## src/rtl/vga_mode_pkg.sv

```systemverilog
// ---------------------------------------------------------------------------
// vga_mode_pkg : one-hot display mode codes and the mode advance function
// Rev 1.0
// ---------------------------------------------------------------------------
`default_nettype none

package vga_mode_pkg;

  localparam int MODE_W = 5;

  localparam logic [MODE_W-1:0] MODE_WHITE   = 5'b00001;
  localparam logic [MODE_W-1:0] MODE_BLACK   = 5'b00010;
  localparam logic [MODE_W-1:0] MODE_RED     = 5'b00100;
  localparam logic [MODE_W-1:0] MODE_GREEN   = 5'b01000;
  localparam logic [MODE_W-1:0] MODE_MONITOR = 5'b10000;

  // Rotate left to the next enabled mode; a corrupt code or an empty mask yields WHITE.
  function automatic logic [MODE_W-1:0] next_mode(input logic [MODE_W-1:0] cur,
                                                  input logic [MODE_W-1:0] mask);
    logic [MODE_W-1:0] cand;
    logic              found;
    next_mode = MODE_WHITE;
    found     = 1'b0;
    cand      = cur;
    if ((mask != '0) && $onehot(cur)) begin
      for (int i = 0; i < MODE_W; i++) begin
        cand = {cand[MODE_W-2:0], cand[MODE_W-1]};
        if (!found && ((cand & mask) != '0)) begin
          next_mode = cand;
          found     = 1'b1;
        end
      end
    end
  endfunction

endpackage

`default_nettype wire

```

## src/rtl/vga_frame_tick.sv

```systemverilog
// ---------------------------------------------------------------------------
// vga_frame_tick : registers vsync and emits one tick per vsync assertion edge
// Rev 1.0
// ---------------------------------------------------------------------------
`default_nettype none

module vga_frame_tick #(
  parameter int VS_ACT_LOW = 1
) (
  input  logic clk,
  input  logic rst,
  input  logic vsync,
  output logic tick
);

  localparam logic INACTIVE = (VS_ACT_LOW != 0);

  logic vs_r;
  logic act_now;
  logic act_prev;

  always_ff @(posedge clk or posedge rst) begin
    if (rst) begin
      vs_r <= INACTIVE;
    end else begin
      vs_r <= vsync;
    end
  end

  assign act_now  = vsync ^ INACTIVE;
  assign act_prev = vs_r ^ INACTIVE;
  assign tick     = act_now & ~act_prev;

endmodule

`default_nettype wire

```

## src/rtl/vga_mode_scheduler.sv

```systemverilog
// ---------------------------------------------------------------------------
// vga_mode_scheduler : frame-synchronous display mode selector (optional
// VGA_MODE_MASK_EN adds a per-mode enable mask). Rev 1.0
// ---------------------------------------------------------------------------
`default_nettype none

module vga_mode_scheduler
  import vga_mode_pkg::*;
#(
  parameter int DWELL_FRAMES = 60,
  parameter int CNT_W        = 8,
  parameter int VS_ACT_LOW   = 1
) (
  input  logic              clk,
  input  logic              rst,
  input  logic              vsync,
  input  logic              key_next,
  input  logic              key_pause,
`ifdef VGA_MODE_MASK_EN
  input  logic [MODE_W-1:0] mode_mask,
`endif
  output logic [MODE_W-1:0] mode,
  output logic              mode_chg,
  output logic              paused,
  output logic [CNT_W-1:0]  dwell_cnt
);

  localparam logic             AUTO_EN    = (DWELL_FRAMES != 0);
  localparam logic [CNT_W-1:0] DWELL_LAST = CNT_W'((DWELL_FRAMES == 0) ? 0 : DWELL_FRAMES - 1);

  logic              tick;
  logic              pending;
  logic [MODE_W-1:0] enable_mask;
  logic              mode_ok;
  logic              mode_en;

`ifdef VGA_MODE_MASK_EN
  assign enable_mask = mode_mask;
`else
  assign enable_mask = '1;
`endif

  assign mode_ok = $onehot(mode);
  assign mode_en = (mode & enable_mask) != '0;

  vga_frame_tick #(
    .VS_ACT_LOW (VS_ACT_LOW)
  ) u_frame_tick (
    .clk   (clk),
    .rst   (rst),
    .vsync (vsync),
    .tick  (tick)
  );

  always_ff @(posedge clk or posedge rst) begin
    if (rst) begin
      mode      <= MODE_WHITE;
      mode_chg  <= 1'b0;
      paused    <= 1'b0;
      dwell_cnt <= '0;
      pending   <= 1'b0;
    end else begin
      mode_chg <= 1'b0;
      if (key_pause) paused <= ~paused;
      // Later pending clears in the advance branches override this set.
      if (key_next) pending <= 1'b1;

      if (!mode_ok) begin
        mode      <= MODE_WHITE;
        mode_chg  <= 1'b1;
        dwell_cnt <= '0;
      end
`ifdef VGA_MODE_MASK_EN
      else if (enable_mask == '0) begin
        mode      <= MODE_WHITE;
        mode_chg  <= (mode != MODE_WHITE);
        dwell_cnt <= '0;
        pending   <= 1'b0;
      end
`endif
      else if (tick) begin
        // Tick decisions see the pre-toggle paused value.
        if (pending || key_next || !mode_en) begin
          mode      <= next_mode(mode, enable_mask);
          mode_chg  <= 1'b1;
          dwell_cnt <= '0;
          pending   <= 1'b0;
        end else if (!paused && AUTO_EN && (dwell_cnt == DWELL_LAST)) begin
          mode      <= next_mode(mode, enable_mask);
          mode_chg  <= 1'b1;
          dwell_cnt <= '0;
        end else if (!paused && (dwell_cnt != '1)) begin
          dwell_cnt <= dwell_cnt + 1'b1;
        end
      end
    end
  end

endmodule

`default_nettype wire

```

## config.mk

```make
export PLATFORM = sky130hd
export DESIGN_NAME = vga_mode_scheduler
export DESIGN_NICKNAME = d
export VERILOG_FILES = /design/src/rtl/vga_mode_pkg.sv /design/src/rtl/vga_frame_tick.sv /design/src/rtl/vga_mode_scheduler.sv
export SDC_FILE = /design/constraint.sdc
export NUM_CORES = 1
export LEC_CHECK = 0
export CAP_MARGIN = 15
export CELL_PAD_IN_SITES_DETAIL_PLACEMENT = 0
export CELL_PAD_IN_SITES_GLOBAL_PLACEMENT = 2
export CORE_MARGIN = 5
export CORE_UTILIZATION = 33
export CTS_BUF_LIST = sky130_fd_sc_hd__clkbuf_16
export DETAILED_ROUTE_END_ITERATION = 16
export GPL_TIMING_DRIVEN = 0
export PLACE_DENSITY_LB_ADDON = 0.2
export SLEW_MARGIN = 0
export SYNTH_ARGS = -nofsm -noshare
export SYNTH_HDL_FRONTEND = slang
export SYNTH_HIERARCHICAL = 1
export SYNTH_SLANG_ARGS = --single-unit
```

## constraint.sdc

```tcl
create_clock -name clk -period 9.6 [get_ports clk]
set_input_delay 1.92 -clock clk [delete_from_list [all_inputs] [get_ports clk]]
set_output_delay 1.92 -clock clk [all_outputs]
set_load 0.01 [all_outputs]
```

==> impl_metrics.xml <==
<?xml version="1.0" encoding="UTF-8"?>
<metrics>
  <group name="run_status">
    <metric name="result_of_the_run" unit="">completed</metric>
  </group>
  <group name="sta">
    <metric name="worst_slew_margin_rel" unit="">0.405</metric>
    <metric name="unrepaired_setup_endpoints_after_global_routing" unit="">no</metric>
    <metric name="final_period_minus_worst_setup_slack" unit="ns">3.74</metric>
    <metric name="report.final.slew_viol_count" unit="">0</metric>
    <metric name="fmax" unit="MHz">267</metric>
    <metric name="final-hold-violation-count" unit="">0</metric>
    <metric name="finalSetupViolations" unit="">0</metric>
    <metric name="clock-skew-final" unit="ns">0.000931</metric>
    <metric name="totalNegativeSetupSlack" unit="ns">0</metric>
    <metric name="actual_transition_at_the_worst_max_transition_pin" unit="ns">0.881</metric>
    <metric name="timing.final.crit_share" unit="">0.390</metric>
  </group>
  <group name="finish">
    <metric name="areaGrowthSynthToFinish" unit="%">31.7</metric>
    <metric name="final_area" unit="sq um">1350</metric>
    <metric name="layout.cells.most_common" unit="">sky130_fd_sc_hd__clkdlybuf4s50_1</metric>
    <metric name="num_antenna_cells" unit="">0</metric>
    <metric name="layout-drive-gt1-share" unit="">0.132</metric>
    <metric name="mostFrequentLayoutCells" unit="">sky130_fd_sc_hd__clkdlybuf4s50_1, sky130_fd_sc_hd__dfrtp_1, sky130_fd_sc_hd__nand2_1</metric>
    <metric name="fillCellCount" unit="">311</metric>
    <metric name="final_net_count" unit="">140</metric>
  </group>
  <group name="synth">
    <metric name="synth_cell_type_count" unit="">37</metric>
    <metric name="synth_enable_flop_cells" unit="">0</metric>
    <metric name="postSynth.asyncResetShare" unit="">1.00</metric>
    <metric name="synth_top_area_frac" unit="">0.366</metric>
    <metric name="netlist.top_cell.by_area" unit="">sky130_fd_sc_hd__dfrtp_1</metric>
    <metric name="yosysSeqAreaShare" unit="">0.418</metric>
    <metric name="synthTopCellsByArea" unit="">sky130_fd_sc_hd__dfrtp_1, sky130_fd_sc_hd__dfstp_2, sky130_fd_sc_hd__nand2_1</metric>
    <metric name="syn-num-nets" unit="">116</metric>
    <metric name="netlist_area" unit="sq um">1020</metric>
    <metric name="yosys_most_used_dff" unit="">sky130_fd_sc_hd__dfrtp_1</metric>
    <metric name="syn-instance-count" unit="">106</metric>
    <metric name="yosysWarningCount" unit="">6</metric>
    <metric name="avg_inst_size_synth" unit="sq um">9.67</metric>
    <metric name="synth.ff_latch_count" unit="">17</metric>
  </group>
  <group name="clock_tree">
    <metric name="cts_sinks" unit="">17</metric>
    <metric name="cts_resized" unit="">0</metric>
    <metric name="cts_hold_repair.buffers" unit="">0</metric>
    <metric name="tritoncts" unit="">built</metric>
    <metric name="numCtsBuffers" unit="">3</metric>
    <metric name="cts_htree_levels" unit="">1</metric>
    <metric name="path_clk_slew" unit="ns">0.05</metric>
    <metric name="cts_root_buffer" unit="">sky130_fd_sc_hd__clkbuf_16</metric>
    <metric name="clock_insertion_delay_worst_skew" unit="ns">0.25</metric>
    <metric name="clk_path_buf_depth" unit="">2</metric>
    <metric name="post_cts_buffers" unit="">0</metric>
  </group>
  <group name="power">
    <metric name="cellLeakagePower" unit="uW">0.000546</metric>
    <metric name="max-vdd-ir-drop" unit="mV">0.0943</metric>
    <metric name="power.density_cell_area" unit="nW/um^2">245</metric>
  </group>
  <group name="global_route">
    <metric name="grt_pass1_wl" unit="microns">4530</metric>
    <metric name="first_global_vias" unit="">894</metric>
    <metric name="largest_net_degree_at_the_start_of_global_routing" unit="">17</metric>
    <metric name="gr-total-overflow" unit="">0</metric>
    <metric name="antenna_found_initial" unit="">0</metric>
    <metric name="grtUsageTotal" unit="">0.135</metric>
  </group>
  <group name="floorplanning">
    <metric name="die-width" unit="microns">65.7</metric>
    <metric name="die_area" unit="sq um">4320</metric>
    <metric name="number_of_rows_created_at_floorplan" unit="">20</metric>
    <metric name="initial_standard_cell_utilization_of_the_core" unit="">0.338</metric>
    <metric name="core" unit="sq um">3030</metric>
    <metric name="chipHeight" unit="microns">65.7</metric>
    <metric name="floorplan.io_pins" unit="">20</metric>
  </group>
  <group name="setup_path">
    <metric name="path_delay_family" unit="">simple AND/OR/NAND/NOR gates</metric>
    <metric name="buffers_and_inverters_on_the_worst_path" unit="">2</metric>
    <metric name="crit_arrival" unit="ns">3.92</metric>
    <metric name="timing.critical_path.slowest_cell_delay" unit="ns">0.75</metric>
    <metric name="worst_ep_required_time" unit="ns">9.77</metric>
    <metric name="crit_path_frequent_cell" unit="">sky130_fd_sc_hd__nor4b_1</metric>
    <metric name="worst_setup_path_start_kind" unit="">primary input</metric>
    <metric name="critical-path-slowest-cell" unit="">sky130_fd_sc_hd__nor4b_1</metric>
    <metric name="worst-path-max-fanout" unit="">8</metric>
    <metric name="worstSetupEndpointType" unit="">flip-flop</metric>
    <metric name="regToRegSetupSlack" unit="ns">6.14</metric>
    <metric name="cp_cell_sequence" unit="">clkdlybuf4s50_1 &gt; nor2b_4 &gt; buf_2 &gt; nor4b_1 &gt; nor4b_1 &gt; a21oi_1 &gt; o21ai_0 &gt; o21ai_1</metric>
    <metric name="worstSetupPathType" unit="">primary input to flip-flop</metric>
  </group>
  <group name="detailed_routing">
    <metric name="remaining_drc_errors" unit="">0</metric>
    <metric name="dr.pass1.iters" unit="">4</metric>
    <metric name="detail_route.wirelength" unit="microns">2560</metric>
    <metric name="drt-vias-per-instance" unit="">5.14</metric>
    <metric name="drt_iter0_markers" unit="">43</metric>
    <metric name="wire_per_inst" unit="microns">14.8</metric>
    <metric name="vias" unit="">889</metric>
    <metric name="antenna_nets_post_route" unit="">0</metric>
  </group>
  <group name="place">
    <metric name="postPlaceCellArea" unit="sq um">1270</metric>
    <metric name="globalplace.congestion" unit="">0.809</metric>
    <metric name="port_buffers" unit="">19</metric>
    <metric name="dp_hpwl" unit="microns">1810</metric>
  </group>
  <group name="run">
    <metric name="drv.max_cap_violation_count" unit="">0</metric>
  </group>
  <group name="worst_hold_path">
    <metric name="hold_path.class" unit="">flip-flop to flip-flop</metric>
  </group>
</metrics>
[cell type report]
type | count | area [sq um] | share of cell area
Multi-Input combinational cell | 76 | 539 | 0.399
Sequential cell | 17 | 428 | 0.317
Timing Repair Buffer | 19 | 190 | 0.141
Clock buffer | 3 | 75.1 | 0.0556
Tap cell | 44 | 55.1 | 0.0408
Inverter | 11 | 41.3 | 0.0306
Buffer | 2 | 16.3 | 0.0120
Clock inverter | 1 | 5.00 | 0.00371
[where the power goes]
part	switching, uW	internal [uW]	leakage, uW
Combinational	88.9	60.5	0.000283
Clock	28.5	55.8	0.0000409
Sequential	12.3	84.8	0.000221
[synthesized netlist by cell type, types with 2 or more instances]
| cell | count |
|---|---|
| sky130_fd_sc_hd__dfrtp_1 | 15 |
| sky130_fd_sc_hd__nand2_1 | 12 |
| sky130_fd_sc_hd__inv_1 | 11 |
| sky130_fd_sc_hd__a21oi_1 | 8 |
| sky130_fd_sc_hd__nand4_1 | 6 |
| sky130_fd_sc_hd__nor2_1 | 6 |
| sky130_fd_sc_hd__o21ai_0 | 5 |
| sky130_fd_sc_hd__a31oi_1 | 4 |
| sky130_fd_sc_hd__ha_1 | 3 |
| sky130_fd_sc_hd__nand3_1 | 3 |
| sky130_fd_sc_hd__o22ai_1 | 3 |
| sky130_fd_sc_hd__dfstp_2 | 2 |
| sky130_fd_sc_hd__fa_1 | 2 |
| sky130_fd_sc_hd__nor4b_1 | 2 |
| sky130_fd_sc_hd__or4_1 | 2 |
[state kept, by name, indices dropped and copies added, names as in the netlist]
signal,count
mode,5
dwell_cnt,8
paused,1
mode_chg,1
pending,1
u_frame_tick/vs_r,1
[kinds of logic after synthesis]
family	after synthesis	share of synthesized area
xor gates and xnor gates	1	0.00855
buffers and inverters	13	0.0562
DFF	17	0.418
and+or+nand+nor	43	0.263
AOI/OAI and AO/OA	27	0.179
adders and majority gates	5	0.0757
[path summary, 6_finish.rpt]
path | endpoint | cells after the start | from
worst max-delay path | dwell_cnt[7] | 8 | vsync
worst min-delay path | mode[0] | 2 | mode[0]
max in group asynchronous | dwell_cnt[1] | 2 | rst
min in group asynchronous | u_frame_tick/vs_r | 2 | rst
worst max register to register | dwell_cnt[7] | 9 | mode[0]
worst min register to register | mode[0] | 2 | mode[0]
[layer usage]
| layer | vias up | GRT usage | part of all wire |
|---|---|---|---|
| li1 | 429 | - | - |
| met1 | 441 | 0.193 | 0.50 |
| met2 | 17 | 0.199 | 0.45 |
| met3 | 2 | 0.0410 | 0.038 |
| met4 | 0 | 0.0285 | 0.0066 |
| met5 | - | 0 | 0 |
[metrics by stage]
step                setup slack (ns)  total power (uW)   util  hold slack, ns  instances
floorplan                       6.45               197      -           0.516        106
global placement                5.58               247  0.419           0.508        169
detailed placement              5.59               248  0.419           0.522        169
CTS                             5.80               334  0.446           0.530        173
global route                    5.68               359  0.446           0.561        173
finish                          5.86               331  0.446           0.530        173
[worst register-to-register path: stages (launching register included)]
cell and delay, ns:
sky130_fd_sc_hd__dfstp_2 0.56, sky130_fd_sc_hd__inv_1 0.08, sky130_fd_sc_hd__fa_1 0.53, sky130_fd_sc_hd__inv_1 0.05, sky130_fd_sc_hd__fa_1 0.36, sky130_fd_sc_hd__ha_1 0.34
sky130_fd_sc_hd__nor3b_4 0.46, sky130_fd_sc_hd__o2111ai_2 0.31, sky130_fd_sc_hd__or4_1 0.56, sky130_fd_sc_hd__o21ai_1 0.13
No activity file was read; power rests on OpenSTA's default activity.
